==> config.mk <==
export PLATFORM = sky130hd
export DESIGN_NAME = jtdd_sdram_arb
export DESIGN_NICKNAME = d
export VERILOG_FILES = /design/src/rtl/jtdd_arb_pkg.sv /design/src/rtl/jtdd_rr_pick.sv /design/src/rtl/jtdd_sdram_arb.sv
export SDC_FILE = /design/constraint.sdc
export NUM_CORES = 1
export LEC_CHECK = 0
export CAP_MARGIN = 30
export CORE_AREA = 3 3 165 167
export DETAILED_ROUTE_END_ITERATION = 10
export DIE_AREA = 0 0 168 170
export PLACE_DENSITY = 0.72
export REMOVE_ABC_BUFFERS = 1
export SYNTH_ARGS = -nofsm -noshare
export SYNTH_HDL_FRONTEND = slang
export SYNTH_SLANG_ARGS = --single-unit
==> constraint.sdc <==
create_clock -name clk -period 5.6 [get_ports clk]
set_clock_uncertainty 0.2 [all_clocks]
set_input_delay 1.12 -clock clk [delete_from_list [all_inputs] [get_ports clk]]
set_output_delay 1.12 -clock clk [all_outputs]
set_load 0.02 [all_outputs]
==> src/rtl/jtdd_arb_pkg.sv <==
// Shared constants and state encoding for the SDRAM slot arbiter.
package jtdd_arb_pkg;
  localparam int ARB_AW = 22;
  localparam int ARB_DW = 32;

  typedef enum logic [1:0] {
    ST_IDLE = 2'd0,
    ST_REQ  = 2'd1,
    ST_WAIT = 2'd2
  } arb_state_t;
endpackage

==> src/rtl/jtdd_rr_pick.sv <==
// Round-robin priority encoder: first pending slot after last_grant, wrapping.
module jtdd_rr_pick #(
  parameter int NSLOT = 4,
  parameter int LW    = (NSLOT > 1) ? $clog2(NSLOT) : 1
)(
  input  logic [NSLOT-1:0] pending,
  input  logic [LW-1:0]    last_grant,
  output logic [LW-1:0]    gnt,
  output logic             any
);
  // Scan from farthest to nearest so the nearest pending slot wins.
  always_comb begin
    int idx;
    idx = 0;
    gnt = last_grant;
    for (int k = NSLOT; k >= 1; k--) begin
      idx = (int'(last_grant) + k) % NSLOT;
      if (pending[LW'(idx)]) gnt = LW'(idx);
    end
  end

  assign any = |pending;
endmodule

==> src/rtl/jtdd_sdram_arb.sv <==
// Shares one SDRAM read port among NSLOT ROM slots, each with a one-word cache.
module jtdd_sdram_arb
  import jtdd_arb_pkg::*;
#(
  parameter int NSLOT = 4,
  parameter int AW    = ARB_AW,
  parameter int DW    = ARB_DW
)(
  input  logic                clk,
  input  logic                rst,
  input  logic                downloading,
  input  logic [NSLOT-1:0]    slot_cs,
  input  logic [NSLOT*AW-1:0] slot_addr,
  output logic [NSLOT*DW-1:0] slot_dout,
  output logic [NSLOT-1:0]    slot_ok,
  output logic                sdram_req,
  output logic [AW-1:0]       sdram_addr,
  input  logic                sdram_ack,
  input  logic                data_rdy,
  input  logic [DW-1:0]       data_read,
  output logic                refresh_en
);
  localparam int LW = (NSLOT > 1) ? $clog2(NSLOT) : 1;

  arb_state_t state, state_nxt;
  logic [LW-1:0]              gnt_r, last_grant, pick;
  logic [AW-1:0]              addr_l;
  logic [NSLOT-1:0]           hit, pending;
  logic [NSLOT-1:0][AW-1:0]   addr_a;
  logic                       any, grant, fill, req_clr;

  for (genvar i = 0; i < NSLOT; i++) begin : g_slot
    logic          v;
    logic [AW-1:0] tag;
    logic [DW-1:0] data;

    assign addr_a[i] = slot_addr[i*AW +: AW];

    // Fill tags with the latched address, so a slot that moved on stays a miss.
    always_ff @(posedge clk) begin
      if (rst) begin
        v    <= 1'b0;
        tag  <= '0;
        data <= '0;
      end else if (downloading) begin
        v <= 1'b0;
      end else if (fill && gnt_r == LW'(i)) begin
        v    <= 1'b1;
        tag  <= addr_l;
        data <= data_read;
      end
    end

    assign hit[i]                = v && (tag == addr_a[i]);
    assign slot_dout[i*DW +: DW] = data;
  end

  assign pending    = slot_cs & ~hit;
  assign slot_ok    = slot_cs & hit;
  assign refresh_en = (state == ST_IDLE) && !any;

  jtdd_rr_pick #(.NSLOT(NSLOT), .LW(LW)) u_pick (
    .pending   (pending),
    .last_grant(last_grant),
    .gnt       (pick),
    .any       (any)
  );

  always_comb begin
    state_nxt = state;
    grant     = 1'b0;
    fill      = 1'b0;
    req_clr   = 1'b0;
    case (state)
      ST_IDLE: if (!downloading && any) begin
        grant     = 1'b1;
        state_nxt = ST_REQ;
      end
      ST_REQ: if (downloading) begin
        req_clr   = 1'b1;
        state_nxt = ST_IDLE;
      end else if (sdram_ack) begin
        req_clr   = 1'b1;
        state_nxt = ST_WAIT;
      end
      ST_WAIT: if (downloading) begin
        state_nxt = ST_IDLE;
      end else if (data_rdy) begin
        fill      = 1'b1;
        state_nxt = ST_IDLE;
      end
      default: state_nxt = ST_IDLE;
    endcase
  end

  always_ff @(posedge clk) begin
    if (rst) begin
      state      <= ST_IDLE;
      gnt_r      <= '0;
      addr_l     <= '0;
      sdram_req  <= 1'b0;
      sdram_addr <= '0;
      last_grant <= LW'(NSLOT-1);
    end else begin
      state <= state_nxt;
      if (grant) begin
        gnt_r      <= pick;
        addr_l     <= addr_a[pick];
        sdram_req  <= 1'b1;
        sdram_addr <= addr_a[pick];
        last_grant <= pick;
      end else if (req_clr) begin
        sdram_req <= 1'b0;
      end
    end
  end
endmodule
; ---- Word level (Yosys, flattened, before mapping)
; Index checks and enable logic that the tools add are counted.
[op_classes]
n_addsub = 4
n_lt_le_gt_ge = 5
eq_ne = 12
muxes = 34
n_bitwise = 4
reduce_logical = 22
[ops]
columns = operator, count
row1 = == test 22 bit, 4
row2 = binary-select mux 22 bit (select 2 bit), 1
row3 = 2-to-1 mux 22 bit, 1
row4 = 2-to-1 mux 1 bit, 18
row5 = 2-to-1 mux 2 bit, 9
row6 = less-than comparator 2 x 4 -> 1 bit (second input constant), 4
row7 = logical AND 1 bit, 10
row8 = bitwise AND 4 bit, 2
row9 = binary-select mux 1 bit (select 2 bit), 4
row10 = AND reduction 2 bit, 4
row11 = == test 2 bit (second input constant), 3
row12 = != test 3 bit (second input constant), 2
row13 = case mux 2 bit (3 select lines), 1
row14 = adder 2 x 1 -> 2 bit (second input constant), 2
row15 = adder 2 bit (second input constant), 2
row16 = == test 2 x 1 -> 1 bit (second input constant), 2
row17 = logical NOT 2 bit, 2
row18 = NOT 4 bit, 1
row19 = OR reduction 4 bit, 1
row20 = less-than comparator 2 x 3 -> 1 bit (second input constant), 1
row21 = AND reduction 3 bit, 1
row22 = logical NOT 1 bit, 2
row23 = != test 2 x 1 -> 1 bit (second input constant), 1
row24 = nonzero test 2 bit, 1
row25 = other kinds (2), 2
[totals]
ff_bits = 249
out_inout_bits = 156
word_cells = 98

; ---- Longest topological paths before layout
; Gate-level depths: netlist of the first run.
[logic_depth]
depth_word = 13
mapped_depth = 10
ltp_nobuf = 8

; ---- By module
; Synthesis of the first run repeated with hierarchy kept, for this count alone.
[hier_totals]
hier_cells = 1250
area_unflattened_um2 = 10271.1
[modules_own_cells]
columns = module, n_inst, cells_per_inst, area_per_inst_um2, seq_area_each_um2
row1 = jtdd_sdram_arb, 1, 1236, 10188.5, 4984.8
row2 = jtdd_rr_pick, 1, 14, 82.6, 0.0

; ---- Worst setup path after synthesis of the first run
; No wires, ideal clock.
[synth_path]
path_kind = input to output
startpoint = in slot_addr[32]
endpoint = out refresh_en
arrival_time_ns = 3.198
required_ns = 4.280
setup_slack_ns = 1.082
cell_stages = 6
path_buffers = 0
cell_sequence = xnor2_1 nand4_1 or4_4 o31a_4 or4_4 nor3_1
[synth_between]
elab_chain_len = 7
[synth_lines]
columns = element, line
row1 = "start, declared", jtdd_sdram_arb.sv:13  ; input logic [NSLOT*AW-1:0] slot_addr,
row2 = == test 22 bit, jtdd_sdram_arb.sv:54  ; assign hit[i] = v && (tag == addr_a[i]);
row3 = logical AND 1 bit, jtdd_sdram_arb.sv:54
row4 = NOT 4 bit, jtdd_sdram_arb.sv:58  ; assign pending = slot_cs & ~hit;
row5 = bitwise AND 4 bit, jtdd_sdram_arb.sv:58
row6 = OR reduction 4 bit, jtdd_rr_pick.sv:22  ; assign any = |pending;
row7 = logical NOT 1 bit, jtdd_sdram_arb.sv:60  ; assign refresh_en = (state == ST_IDLE) && !any;
row8 = logical AND 1 bit, jtdd_sdram_arb.sv:60
row9 = "end, declared", jtdd_sdram_arb.sv:21  ; output logic refresh_en
; No other way between the ends.

; ---- Worst setup path in the final report of the first run
[layout_path]
startpoint = in slot_addr[36]
endpoint = out refresh_en
; Same word-level chain as after synthesis.

==> impl.org, run 1 <==
** Detailed routing
- Drt first-iter violations :: 643
- In the routed layout, each cell is associated on average with a via count of approximately 5.3.
- In this run the remaining antenna-violating nets after routing total 0.
- Detailed routing inserted a total of between 9000 and 10000 vias.
- Total iterations of the first detailed-routing run :: 7
- For this block, the routed nets add up to 35.0 mm of wire.
- Per-cell routed wire length :: 18.7 microns
- Number of remaining DRC errors :: 0

** GRT
- Overall routing resource usage :: 23.3%
- Summed over all layers, the global routing overflow is 0.
- The initial antenna violation count is 0.
- Pin count of the biggest net entering global routing :: ~130
- Via count of the first global-routing pass :: 9553
- The first global-routing pass estimated 53.5 mm of wire.

** Floorplan
- I/O pin count :: 285
- The die covers 28600 sq um.
- From bottom edge to top edge, the die measures ~170 microns.
- Number of placement rows :: 59
- Initial core utilization :: 39.9%
- The total area inside the core boundary comes to approximately 26000 sq um.
- The die is 168 microns wide.

** Worst setup path
- Measured in cells, the most critical reg-to-reg path has a length of 9.
- STA puts the critical path data arrival time at 4.04 ns.
- The critical path is of the in2out type.
- Worst Path Required :: 4.28 ns
- Crit Reg-Reg Startpoint :: g_slot[3].tag[16]$_SDFFE_PP0P_
- The most critical setup path has its startpoint at slot_addr[36].
- The worst setup path is launched from an input port.
- Highest net fanout along the worst path :: 2
- The worst setup path is captured at an output port.

** Worst hold path
- The worst hold path passes through 2 cells.
- The path class of the tightest hold or removal check is reg2reg.
- The startpoint identified for the worst hold timing path is g_slot[0].data[18]$_SDFFE_PP0P_.

** Clock network
- CTS placed an instance of clkbuf_16 at the clock tree root.
- Clock H-tree levels :: 1
- Clock-pin slew reported for the worst setup and hold paths after clock tree synthesis :: 0.06 ns
- TritonCTS Buffers :: 27
- No sink is reached through more buffers than the 3 on the longest clock path.
- Hold-fix buffers, CTS :: 0
- TritonCTS built the clock tree.
- Clock latency reported for the late side of the worst-skew pair :: 0.53 ns
- The tree built by TritonCTS fans out to approximately 250 sinks.

** Synth
- For this run, the leading register cell type out of synthesis is dfxtp_1.
- Count leader, synth :: nand2_1
- Syn avg cell area :: 8.17 sq um
- Distinct cell type count after synthesis :: 45
- Counting every instance in the synthesized netlist gives about 1300.
- The cell area that synthesis handed to floorplanning was about 10000 sq um.
- Post-synthesis async set-or-reset flop share :: 0%
- The Yosys step of the flow raised 0 warnings.
- Of the post-synthesis cell area, the dominant cell type holds 48.2%.
- Cells taking the most area after synthesis :: dfxtp_1 (48%), nand2_1 (17%), a21oi_1 (11%), xnor2_1 (4.9%), mux2i_1 (4.4%)
- Top cell types by occurrence after synthesis :: nand2_1 (462), dfxtp_1 (249), a21oi_1 (219)
- Number of synthesized register bits :: 249
- The share of the Yosys chip area taken by registers is 48.2%.
- In this run, synthesis inferred 0 flip-flops with an integrated enable.
- Cell type with the highest aggregate area in the netlist :: dfxtp_1

** Timing
- Final critical delay including setup and external delays :: 5.36 ns
- Share of the clock period used by the worst path :: 95.8%
- Setup violations remaining at the end of the flow were counted as 0.
- Setup repair after global routing left no endpoint under its margin.
- For the pin with the worst max-slew slack, the measured transition is 0.915 ns.
- In this run the tightest slew margin relative to its limit is 38.5%.
- The total count of hold-check failures in the final report was 0.
- In the final timing run, aggregate negative setup slack is 0 ns.
- The number of pins with negative max-slew slack in the final report came to 0.
- Timing would allow up to 186 MHz.

** Layout
- Cells fill 55.2% of the core in the end.
- After the last flow step, the layout net total stands at 1651.
- Number of cells in the finished layout apart from fillers :: 1874
- Antenna cells :: 0
- Share of post-route cells with drive strength above 1 :: 5.72%
- Relative area change from synthesis to final layout :: 38.4%

** Placed design
- IO Port Bufs :: between 200 and 300
- Half-perimeter wire length of the detailed placement result :: 23.5 mm
- Including well taps, the total number of placed cells is 1828.
- At the end of routability-driven placement, the weighted congestion stood at 0.880.

** Power and ir drop
- IR analysis of the VDD net gives a maximum drop of 0.000236 V.
- Static power due to leakage :: 0.00492 uW
- In this run the power density over the cells is 286 nW/um^2.

** Job
- The tool flagged a number of max-cap violations equal to 0.

** Status
- Status :: completed
## registers in the layout, indices dropped and copies added (netlist names)
register,cells
addr_l,22
sdram_req,1
last_grant,2
gnt_r,2
g_slot.tag,88
state,2
g_slot.v,4
g_slot.data,128
## worst paths after layout
check                           slack [ns]                              end
worst min-delay path                  0.25  g_slot[0].data[18]$_SDFFE_PP0P_
worst max-delay path                  0.24                       refresh_en
worst min register to register        0.25  g_slot[0].data[18]$_SDFFE_PP0P_
worst max register to register        1.89           addr_l[5]$_SDFFE_PP0P_
## per-layer routing
metal | global-route usage (%) | share of wire [%]
met5 | 0 | 0
met4 | 5.66 | 2.3
met3 | 7.06 | 10
met2 | 39.7 | 47
met1 | 29.1 | 40
## kinds of logic after synthesis
| family | after synthesis | synth area share [%] |
|---|---|---|
| muxes | 45 | 4.36 |
| and+or+nand+nor | 527 | 20.4 |
| xor gates and xnor gates | 88 | 7.45 |
| buffers and inverters | 90 | 4.78 |
| DFF | 249 | 48.2 |
| AOI/OAI and AO/OA | 267 | 14.8 |
## area by class of cell
| class | instances | area (sq um) |
|---|---|---|
| Clock inverter | 9 | 149 |
| Sequential cell | 249 | 4980 |
| Tap cell | 335 | 419 |
| Multi-Input combinational cell | 927 | 4900 |
| Inverter | 7 | 26.3 |
| Fill cell | 2381 | 11600 |
| Clock buffer | 37 | 763 |
| Timing Repair Buffer | 310 | 3070 |
## through the flow
stage          power, uW  hold WS, ns  cell area [sq um]  setup slack, ns
4_1_cts             4120        0.253              14300            0.227
6_report            4090        0.251              14300            0.238
3_5_place_dp        2270        0.245              13400          -0.0566
3_3_place_gp        2270        0.241              13400           -0.113
5_1_grt             4220        0.269              14300            0.158
2_1_floorplan       2030        0.240               9870           -0.836
## worst max-delay path, cell delays in order
cell and delay [ns]:
clkdlybuf4s50_1 0.50, xnor2_1 0.25, buf_4 0.15, nand4_1 0.13
or4_4 0.59, o31a_4 0.29, or4_4 0.49, nor3_1 0.15
dlygate4sd2_1 0.36
## what timing repair did
| item | in CTS | in global routing |
|---|---|---|
| gates resized for setup | 1 | 0 |
| buffers inserted | 0 | 0 |
| setup endpoints to repair | 1 | 0 |
| endpoints found under the hold margin | 0 | 0 |
## where the power goes
group / switching [uW] / internal, uW / leakage (uW) / total (uW)
registers: 39.9 / 1800 / 0.00201 / 1830
clock network: 719 / 1130 / 0.000451 / 1850
logic: 207 / 198 / 0.00246 / 405
total: 966 / 3120 / 0.00492 / 4090
## cells in the final DEF, fill, tap and decap left out, types with 5 or more instances in the layout
cell	Yosys	layout
clkbuf_1	67	5
xnor2_1	58	58
dfxtp_1	249	249
a21oi_1	219	219
mux2i_1	45	44
o221ai_1	22	22
nor3_1	6	5
xor2_1	30	30
nand3_1	9	8
buf_4	0	24
nand2_1	462	461
nor4_1	11	11
nor2_1	9	8
clkbuf_8	3	5
clkdlybuf4s50_1	0	282
inv_1	7	7
nand4_1	18	18
clkbuf_16	0	27
No activity file was read; power rests on OpenSTA's default activity.
==> inputs of run 2 (changes only) <==
--- a/config.mk
+++ b/config.mk
@@ -7,10 +7,10 @@
 export LEC_CHECK = 0
 export CAP_MARGIN = 30
 export CORE_AREA = 3 3 165 167
+export CTS_CLUSTER_DIAMETER = 120
 export DETAILED_ROUTE_END_ITERATION = 10
 export DIE_AREA = 0 0 168 170
 export PLACE_DENSITY = 0.72
-export REMOVE_ABC_BUFFERS = 1
 export SYNTH_ARGS = -nofsm -noshare
 export SYNTH_HDL_FRONTEND = slang
 export SYNTH_SLANG_ARGS = --single-unit
==> impl.org, run 2 (synthesis gave the netlist of run 1 again) <==
** GRT
- Pin count of the biggest net entering global routing :: 159 (+25%)
- Remaining global-route overflow :: 0 (unchanged)
- Overall routing resource usage :: 23.9% (+0.57 points)
- The wire length of the first global-routing pass is 54.6 mm (+2.0%).
- Number of antenna violations at the first check in global routing :: 0 (unchanged)
- Via count of the first global-routing pass :: 9472 (-0.85%)

** Layout
- The flip-flop count of the largest register after layout is 128 (unchanged).
- Largest registers :: g_slot.data x128, g_slot.tag x88, addr_l x22
- The post-layout net count is 1642 (-0.55%).
- Compared with the post-synthesis result, the final layout area differs by 37.7%.
- The post-route cell area is 14200 sq um (-0.48%).
- Leaving out fill and tap cells, the most frequent cell in the layout is nand2_1.
- Register with the highest flop count :: g_slot.data
- The top cell types in the final layout, fill and taps aside, are nand2_1 (461), clkdlybuf4s50_1 (282), dfxtp_1 (249).
- Antenna cells :: 0 (unchanged)
- Share of post-route cells with drive strength above 1 :: 5.48% (-0.24 points)
- The count of filler cells inserted in the layout came to 2311 (-2.9%).

** Worst setup path
- In this run the critical register-to-register path is captured at addr_l[1]$_SDFFE_PP0P_.
- The number of cells traversed by the worst register-to-register path is 9 (unchanged).
- The highest net fanout along the worst path is 2 (unchanged).
- The worst setup path is launched from an input port.
- Critical setup path kind :: in2out
- The worst register-to-register path begins at g_slot[3].tag[16]$_SDFFE_PP0P_.
- Worst setup startpoint :: slot_addr[38]
- The data arrival time of the critical path came to 3.91 ns (-0.13 ns).
- The worst endpoint required time is 4.28 ns (about the same).
- STA classifies the critical path endpoint as an output port.
- Timing endpoint of the critical path :: slot_ok[1]
- The reg-to-reg setup timing slack is 1.97 ns (+0.08 ns).

** Clock network
- TritonCTS built the clock tree.
- Clock sink count :: 249 (unchanged)
- CTS placed an instance of clkbuf_16 at the clock tree root.
- The clock insertion delay at the later pin of the skew report was 0.53 ns (about the same).
- The hold-fix buffer count after cts is 0 (unchanged).
- Clock H-tree levels :: 1 (unchanged)
- CTS Buffer Depth :: 3 (unchanged)
- Number of cells upsized or downsized after cts :: 0 (-1)
- The clock-pin slew of the registers on the worst-case setup and hold paths came to 0.06 ns (about the same).
- The post-CTS setup-driven buffer insertion count is 0 (unchanged).
- TritonCTS Buffers :: 27 (unchanged)

** Floorplan
- The width of the die came to 168 microns (unchanged).
- Die Outline Area :: 28600 sq um (unchanged)
- Initial core utilization :: 39.9% (unchanged)
- The top-level port count came to 285 (unchanged).
- The number of rows in the core area is 59 (unchanged).
- The die height was 170 microns (unchanged).
- Area of the core :: 25900 sq um (unchanged)

** Power and ir drop
- The internal power consumption was 3120 uW (about the same).
- Fraction of power consumed by combinational cells :: 9.9% (about the same)
- The cell leakage power was 0.00486 uW (-1.1%).
- The total power came to 4110 uW (+0.52%).
- The switching power total was 990 uW (+2.5%).
- Peak supply drop :: 0.000222 V (-5.9%)
- The power per cell area came to 288 nW/um^2 (+1.0%).
- The relative contribution of the clock network to total power was 45.5% (+0.3 points).
- The switching portion of total power is 24.1% (+0.47 points).
- Proportion of power drawn by flip-flops and latches :: 44.6% (-0.3 points)

** Detailed routing
- Routed Antenna Nets :: 0 (unchanged)
- Total Wirelength :: 35.6 mm (+1.7%)
- The per-cell via count in the routed design came to 5.22 (-1.1%).
- Drt first-iter violations :: 765 (+19%)
- Total iterations of the first detailed-routing run :: 5 (-2)
- Per-cell routed wire length :: 19.1 microns (+2.0%)
- The residual DRC count came to 0 (unchanged).
- The total vias in the final route was 9754 (-1.4%).

** Timing
- The final clock period utilization by the worst path is 93.4% (-2.3 points).
- Worst hold slack across all endpoints :: 0.251 ns (+0.000177 ns)
- The relative slew slack was 35.6% (-2.9 points).
- The number of pins with negative max-slew slack in the final report came to 0 (unchanged).
- Setup repair after global routing missed its margin :: no
- The time the worst path needs with I/O delays and setup is 5.23 ns (-0.131 ns).
- The top achievable clock speed came to 191 MHz (+2.5%).
- The pin slew with the least headroom to its limit was 0.958 ns (+0.0425 ns).
- Post-route setup TNS :: 0 ns (unchanged)
- The total count of hold-check failures in the final report came to 0 (unchanged).
- The number of failing setup endpoints in the final timing report came to 0 (unchanged).

** Status
- The flow ran to the end, and the final reports show no timing, DRC or antenna violations.

** Placed design
- IO Port Bufs :: 284 (unchanged)
- Half-perimeter wire length of the detailed placement result :: 24.5 mm (+4.4%)
- Placed instance area :: 13300 sq um (-0.67%)
- Routability cong. :: 0.914 (+3.9%)

** Job
- The max-cap violation count came to 0 (unchanged).

** Worst hold path
- The worst hold path depth is 2 (unchanged).
- Hold/Removal Path Class :: reg2reg

** Synth
- Net Count, Synth :: 1395
## run 2: cell types whose count changed in the layout (fill, tap and decap cells not counted)
cell           previous run  this run
clkinv_2                  4         6
clkbuf_1                  5         4
buf_4                    24        17
buf_16                    1         0
clkinvlp_4                0         3
dlygate4sd2_1             1         0
inv_6                     1         0
## run 2: worst min-delay path by stage
stage | from | to | slack [ns]
detailed placement | g_slot[2].data[6]$_SDFFE_PP0P_ | g_slot[2].data[6]$_SDFFE_PP0P_ | 0.25
finish | g_slot[2].data[10]$_SDFFE_PP0P_ | g_slot[2].data[10]$_SDFFE_PP0P_ | 0.25
global route | g_slot[0].data[28]$_SDFFE_PP0P_ | g_slot[0].data[28]$_SDFFE_PP0P_ | 0.27
CTS | g_slot[0].data[1]$_SDFFE_PP0P_ | g_slot[0].data[1]$_SDFFE_PP0P_ | 0.25
floorplan | g_slot[0].v$_SDFFE_PP0P_ | g_slot[0].v$_SDFFE_PP0P_ | 0.24
global placement | g_slot[0].data[16]$_SDFFE_PP0P_ | g_slot[0].data[16]$_SDFFE_PP0P_ | 0.24
## run 2: metrics by stage
step / worst slack (ns) / utilization [%] / cells
2_1_floorplan: 1.08 / - / 1266
3_3_place_gp: 0.323 / 51.4 / 1819
3_5_place_dp: 0.315 / 51.4 / 1819
4_1_cts: 0.296 / 55.0 / 1868
5_1_grt: 0.333 / 55.0 / 1868
6_report: 0.368 / 55.0 / 1868
## run 2: cell type report
type / instances / area, sq um / share of cell area (%)
Sequential cell: 249 / 4980 / 35.0
Multi-Input combinational cell: 927 / 4900 / 34.4
Timing Repair Buffer: 301 / 2980 / 20.9
Clock buffer: 36 / 759 / 5.33
Tap cell: 335 / 419 / 2.94
Clock inverter: 13 / 173 / 1.21
Inverter: 7 / 26.3 / 0.184
## run 2: critical path: stages
cell	delay [ns]
clkdlybuf4s50_1	0.44
xnor2_1	0.24
nand4_1	0.19
or4_4	0.58
nor4_1	0.53
buf_4	0.22
clkdlybuf4s50_1	0.60
## run 2: metal layers
metal | share of wire (%) | GRT usage [%] | routed length, microns | vias up
li1 | - | - | - | 4716
met1 | 41 | 30.6 | 14600 | 4585
met2 | 47 | 39.4 | 16600 | 401
met3 | 9.3 | 6.50 | 3310 | 52
met4 | 3.1 | 7.58 | 1110 | 0
met5 | 0 | 0 | 0 | -
## run 2: power groups by stage
| stage | clock network [uW] | logic [uW] | registers, uW |
|---|---|---|---|
| after global routing | 1970 | 427 | 1840 |
| after global placement | 0 | 401 | 1870 |
| after detailed placement | 0 | 402 | 1870 |
| after CTS | 1900 | 404 | 1830 |
| after floorplan | 0 | 182 | 1880 |
| final | 1870 | 406 | 1830 |
==> inputs of run 3 (changes only) <==
--- a/config.mk
+++ b/config.mk
@@ -6,10 +6,10 @@
 export NUM_CORES = 1
 export LEC_CHECK = 0
 export CAP_MARGIN = 30
-export CORE_AREA = 3 3 165 167
+export CORE_AREA = 5 5 167 169
 export CTS_CLUSTER_DIAMETER = 120
 export DETAILED_ROUTE_END_ITERATION = 10
-export DIE_AREA = 0 0 168 170
+export DIE_AREA = 0 0 172 174
 export PLACE_DENSITY = 0.72
 export SYNTH_ARGS = -nofsm -noshare
 export SYNTH_HDL_FRONTEND = slang
==> impl.org, run 3 (synthesis gave the netlist of run 1 again) <==
** Status
- Status :: completed

** Clock network
- TritonCTS Buffers :: 27 (unchanged)
- Clock-pin slew reported for the worst setup and hold paths after clock tree synthesis :: 0.06 ns (about the same)
- The maximum level of the CTS H-tree is 1 (unchanged).
- The number of sinks on the clock net is 249 (unchanged).
- Number of cells upsized or downsized after cts :: 0 (unchanged)
- Root buffer cell :: clkbuf_16
- The clock insertion delay at the later pin of the skew report came to 0.54 ns (about the same).
- The post-CTS setup-driven buffer insertion count was 0 (unchanged).
- CTS Buffer Depth :: 3 (unchanged)
- TritonCTS built the clock tree.
- The hold-fix buffer count after cts came to 0 (unchanged).

** Timing
- The number of pins with negative max-slew slack in the final report was 0 (unchanged).
- Max frequency :: 189 MHz (-1.2%)
- The pin slew with the least headroom to its limit is 0.963 ns (+0.00512 ns).
- Post-route setup TNS :: 0 ns (unchanged)
- Relative slew margins :: 35.3% (-0.34 points)
- The number of failing setup endpoints in the final timing report was 0 (unchanged).
- The total count of hold-check failures in the final report is 0 (unchanged).
- Final critical delay including setup and external delays :: 5.29 ns (+0.0618 ns)
- Setup repair after global routing missed its margin :: no
- The final clock period utilization by the worst path was 94.5% (+1.1 points).
- Post-route setup slack :: 0.306 ns (-0.0618 ns)

** Worst setup path
- Cell repeated most along the worst path :: clkdlybuf4s50_1
- Data arrival, critical path :: 3.97 ns (+0.06 ns)
- The worst endpoint required time is 4.28 ns (about the same).
- Cells along the critical path :: clkdlybuf4s50_1 -> xnor2_1 -> nand4_1 -> or4_4 -> nor4_1 -> buf_4 -> clkdlybuf4s50_1
- CP Capture Type :: output port
- Worst Reg-to-Reg Cells :: 9 (unchanged)
- The slowest stage of the critical path belongs to the cell clkdlybuf4s50_1.
- The worst setup path is launched from an input port.
- Highest net fanout along the worst path :: 2 (unchanged)
- Max stage delay on crit path :: 0.61 ns (about the same)
- Critical setup path kind :: in2out

** GRT
- The all-layer global routing usage came to 23.1% (-0.78 points).
- The pin count of the biggest net entering global routing was 170 (+6.9%).
- Via count of the first global-routing pass :: 9486 (+0.15%)
- The wire length of the first global-routing pass came to 55.0 mm (+0.68%).
- Number of antenna violations at the first check in global routing :: 0 (unchanged)
- Remaining global-route overflow :: 0 (unchanged)

** Layout
- The antenna diode count was 0 (unchanged).
- Most common cell after layout, fill and taps aside :: nand2_1
- Area taken by flip-flops and latches :: 4980 sq um (unchanged)
- Counting flops per register, the top entry is g_slot.data.
- Number of cells in the finished layout apart from fillers :: 1872 (+0.21%)
- The post-layout net count came to 1640 (-0.12%).
- The flip-flop count of the largest register after layout came to 128 (unchanged).
- The area used by multi-input combinational logic was 4900 sq um (unchanged).
- Final core area utilization :: 54.0% (-0.93 points)
- Commonest non-fill, non-tap cells in the layout :: nand2_1 (461), clkdlybuf4s50_1 (282), dfxtp_1 (249)
- Relative area change from synthesis to final layout :: 38.1%
- Number of fillers in the final layout :: 2431 (+5.2%)
- The largest registers in the layout are g_slot.data x128, g_slot.tag x88, addr_l x22.
- The share of post-route cells with drive strength above 1 came to 5.49% (+0.0072 points).

** Job
- Maximum Capacitance Violations :: 0 (unchanged)

** Floorplan
- Die Outline Area :: 29900 sq um (+4.8%)
- I/O pin count :: 285 (unchanged)
- Area of the core :: 26400 sq um (+2.0%)
- Initial core utilization :: 39.1% (-0.78 points)
- The width of the die came to 172 microns (+2.4%).
- Die Span Y :: 174 microns (+2.4%)
- The number of rows in the core area is 60 (+1.7%).

** Detailed routing
- The remaining number of nets flagged by the antenna check after routing was 0 (unchanged).
- Total iterations of the first detailed-routing run :: 5 (unchanged)
- The total vias in the final route is 9744 (-0.10%).
- Drt first-iter violations :: 788 (+3.0%)
- The routed length per placed instance is 19.4 microns (+1.5%).
- The residual DRC count is 0 (unchanged).
- Total Wirelength :: 36.2 mm (+1.8%)
- The per-cell via count in the routed design came to 5.21 (-0.32%).

** Power and ir drop
- Power per standard cell area :: 290 nW/um^2 (+0.54%)
- The internal power consumption was 3160 uW (+1.3%).
- Switching share of total power :: 23.7% (-0.39 points)
- Relative contribution of the clock network to total power :: 45.9% (+0.4 points)
- Peak supply drop :: 0.000230 V (+3.4%)
- The proportion of power drawn by flip-flops and latches was 44.3% (-0.3 points).
- Power dissipated by switching net loads :: 982 uW (-0.82%)
- The share of total power in combinational logic is 9.8% (about the same).
- Static power due to leakage :: 0.00489 uW (+0.45%)
- Total power draw :: 4140 uW (+0.80%)

** Worst hold path
- The min-delay analysis places its worst path in the category reg2reg.
- The worst hold path depth came to 2 (unchanged).

** Placed design
- The worst setup slack before clock tree synthesis came to 0.372 ns (+0.0564 ns).
- Half-perimeter wire length of the detailed placement result :: 25.0 mm (+2.0%)
- The final weighted congestion of routability-driven global placement is 0.926 (+1.3%).
- IO Port Bufs :: 284 (unchanged)
- Number of cells after detailed placement :: 1823 (+0.22%)

** Synth
- The total nets after synthesis was 1395 (unchanged).
[run 3: worst paths after layout]
kind	from	end	slack [ns]
setup / recovery	slot_addr[32]	slot_ok[1]	0.31
hold / removal	g_slot[3].data[20]$_SDFFE_PP0P_	g_slot[3].data[20]$_SDFFE_PP0P_	0.25
setup reg to reg	g_slot[3].tag[16]$_SDFFE_PP0P_	addr_l[16]$_SDFFE_PP0P_	1.79
hold reg to reg	g_slot[3].data[20]$_SDFFE_PP0P_	g_slot[3].data[20]$_SDFFE_PP0P_	0.25
[run 3: stage by stage]
step	hold slack [ns]	area (sq um)
after floorplan	0.240	10300
after global placement	0.240	13300
after detailed placement	0.246	13300
after CTS	0.253	14300
after global routing	0.272	14300
final	0.252	14300
[run 3: critical path, delay by kind of cell]
| kind | cells | cell delay (ns) |
|---|---|---|
| buffers and inverters | 3 | 1.39 |
| AND/OR/NAND/NOR | 3 | 1.30 |
| XOR/XNOR | 1 | 0.17 |
[run 3: metal layers]
layer  vias to the layer above  wire length, microns  global-route usage [%]  part of all wire, %
li1                       4702                     -                       -                    -
met1                      4599                 14400                    28.6                   40
met2                       381                 17200                    38.7                   47
met3                        62                  3540                    6.98                  9.8
met4                         0                  1100                    6.65                  3.0
met5                         -                     0                       0                    0
[run 3: layout make-up]
class                      count  share of cell area [%]
sequential                   249                    34.9
multi-input combinational    927                    34.3
timing repair buffer         299                    20.9
clock inverter                12                    1.20
inverter                       7                   0.184
tap                          341                    2.99
clock buffer                  37                    5.55
[run 3: power groups by stage]
| stage | clock [uW] | sequential, uW | combinational, uW |
|---|---|---|---|
| 6_report | 1900 | 1840 | 406 |
| 3_5_place_dp | 0 | 1870 | 402 |
| 2_1_floorplan | 0 | 1880 | 182 |
| 4_1_cts | 1940 | 1840 | 404 |
| 5_1_grt | 2030 | 1840 | 426 |
| 3_3_place_gp | 0 | 1870 | 401 |
==> edit (settings of run 3) <==
`ARB_AW`: 22 -> 11.
--- a/src/rtl/jtdd_arb_pkg.sv
+++ b/src/rtl/jtdd_arb_pkg.sv
@@ -2,3 +2,3 @@
 package jtdd_arb_pkg;
-  localparam int ARB_AW = 22;
+  localparam int ARB_AW = 11;
   localparam int ARB_DW = 32;
Interface: changed (resized sdram_addr and slot_addr); port bits go from 285 to 230. The function was not compared with the original's and may differ.
==> edit against run 3 <==
  * Area after synthesis decreased by 23%
  * Critical path depth unchanged
  * Total power decreased by 29%
  * Worst setup slack improved by 330 ps
  * Final area decreased by 22%
  * Routed wire length decreased by 23%
  * Sequential cell count decreased by 55
  * First-iteration DRC count decreased by 23%
==> edit: results (changes against run 3) <==
| Metric | Value |
|---|---|
| First-pass GRT wire length | `42700 µm (was 54990 µm)` |
| Status | `completed (unchanged)` |
| Later-pin clock latency in the skew report | `420 ps (was 540 ps)` |
| Placement-stage worst setup slack | `635.6 ps (was 371.9 ps)` |
| CTS root buf | `clkbuf_16 (unchanged)` |
| Synth Net Count | `1105 (was 1395)` |
| Max transition margin | `0.3877 (was 0.3530)` |
| Detail Placement HPWL | `19480 µm (was 24970 µm)` |
| Placed Cells | `1535 (was 1823)` |
| Initial antenna violation count | `0 (unchanged)` |
| Post-synth cell types | `42 (was 45)` |
| Setup Buffers After CTS | `0 (unchanged)` |
| Vias | `7808 (was 9744)` |
| Global Route Usage Sum | `0.1806 (was 0.2307)` |
| Placed Area | `10610 µm² (was 13320 µm²)` |
| RR Startpoint | `g_slot[3].tag[6] (was g_slot[3].tag[16])` |
| Cells after Synth | `1020 (was 1266)` |
| Final GP Congestion | `0.8482 (was 0.9264)` |
| Top Family by Delay on Critical Path | `buffers and inverters (unchanged)` |
| Max clock buf depth | `2 (was 3)` |
| Non-Filler Instances | `1566 (was 1872)` |
| Fillers | `2687 (was 2431)` |
| Htree depth | `4 (was 1)` |
| CP Max Fanout | `3 (was 2)` |
| Largest regs | `g_slot.data (128), g_slot.tag (44), addr_l (11) (was g_slot.data (128), g_slot.tag (88), addr_l (22))` |
| Crit path arrival time | `3640 ps (was 3970 ps)` |
| PortBufs | `229 (was 284)` |
| Synth top area cells | `dfxtp_1 (49%), nand2_1 (18%), a21oi_1 (11%) (was dfxtp_1 (48%), nand2_1 (17%), a21oi_1 (11%))` |
| Hold Crit Class | `flip-flop to flip-flop (unchanged)` |
| Leakage | `3.685 nW (was 4.886 nW)` |
| HP Start | `g_slot[3].data[28] (was g_slot[3].data[20])` |
| Register area share after synthesis | `0.4861 (was 0.4820)` |
| Clock transition at path regs | `70 ps` |
| WL/cell | `17.87 µm (was 19.36 µm)` |
| Peak supply drop | `0.1815 mV (was 0.2300 mV)` |
| Nets@finish | `1298 (was 1640)` |
| CP max stage delay | `640 ps (was 610 ps)` |
| Critical Path Source | `slot_addr[21] (was slot_addr[32])` |
| Layout cells sized above 1 | `0.05551 (was 0.05487)` |
| First DRT Iteration DRCs | `608 (was 788)` |
| Synth async-reset ratio | `0 (unchanged)` |
| Most common library cells after synthesis | `nand2_1 (391), dfxtp_1 (194), a21oi_1 (174) (was nand2_1 (462), dfxtp_1 (249), a21oi_1 (219))` |
| Largest net degree at the start of global routing | `82 (was 170)` |
| Yosys warns | `0 (unchanged)` |
| Synth Flop Type | `dfxtp_1 (unchanged)` |
| Vias in the first global route | `7441 (was 9486)` |
| CTS Buf Count | `17 (was 27)` |
==> edit: kinds of logic after synthesis <==
| group | count (synthesis) | share of synthesized area |
|---|---|---|
| DFF | 194 | 0.4861 |
| AOI/OAI and AO/OA | 216 | 0.1611 |
| muxes | 23 | 0.02944 |
| buffers and inverters | 78 | 0.04150 |
| xor gates and xnor gates | 44 | 0.04823 |
| and+or+nand+nor | 465 | 0.2336 |
==> edit: layout make-up <==
type | count | area [µm²] | area share
timing repair buffer | 243 | 2465 | 0.2201
clock buffer | 17 | 425.4 | 0.03799
clock inverter | 14 | 166.4 | 0.01486
inverter | 9 | 33.78 | 0.003017
sequential | 194 | 3884 | 0.3468
multi-input combinational | 748 | 3797 | 0.3391
tap | 341 | 426.7 | 0.03810
==> edit: metrics by stage <==
| step | power [W] | hold slack, ps |
|---|---|---|
| after floorplan | 0.001584 | 240.4 |
| after global placement | 0.001727 | 240.3 |
| after detailed placement | 0.001731 | 245.7 |
| after CTS | 0.002966 | 255.3 |
| after global routing | 0.003039 | 267.2 |
| final | 0.002937 | 254.3 |
==> edit: routing by layer <==
layer	routed length (µm)	vias up	GRT usage
met3	2555	51	0.05686
met5	0	-	0
met1	11660	3681	0.2321
met2	12790	309	0.2840
li1	-	3767	-
met4	981	0	0.06616
==> edit: power by group <==
part | internal [W] | switching, W | leakage (nW)
clock network | 0.000638 | 0.000597 | 0.289
registers | 0.00139 | 0.0000315 | 1.56
logic | 0.000126 | 0.000151 | 1.83
total | 0.00216 | 0.000780 | 3.68
==> edit: path summary, 6_finish.rpt <==
check	slack (ps)	end	depth (start not counted)
setup / recovery	640	refresh_en	7
hold / removal	250	g_slot[3].data[28]	2
setup reg to reg	2250	addr_l[9]	8
hold reg to reg	250	g_slot[3].data[28]	2
==> edit: tightest hold or removal path, stage by stage, from the launching register on <==
cell and delay, ps:
dfxtp_1 310, nand2_1 50, a21oi_1 50
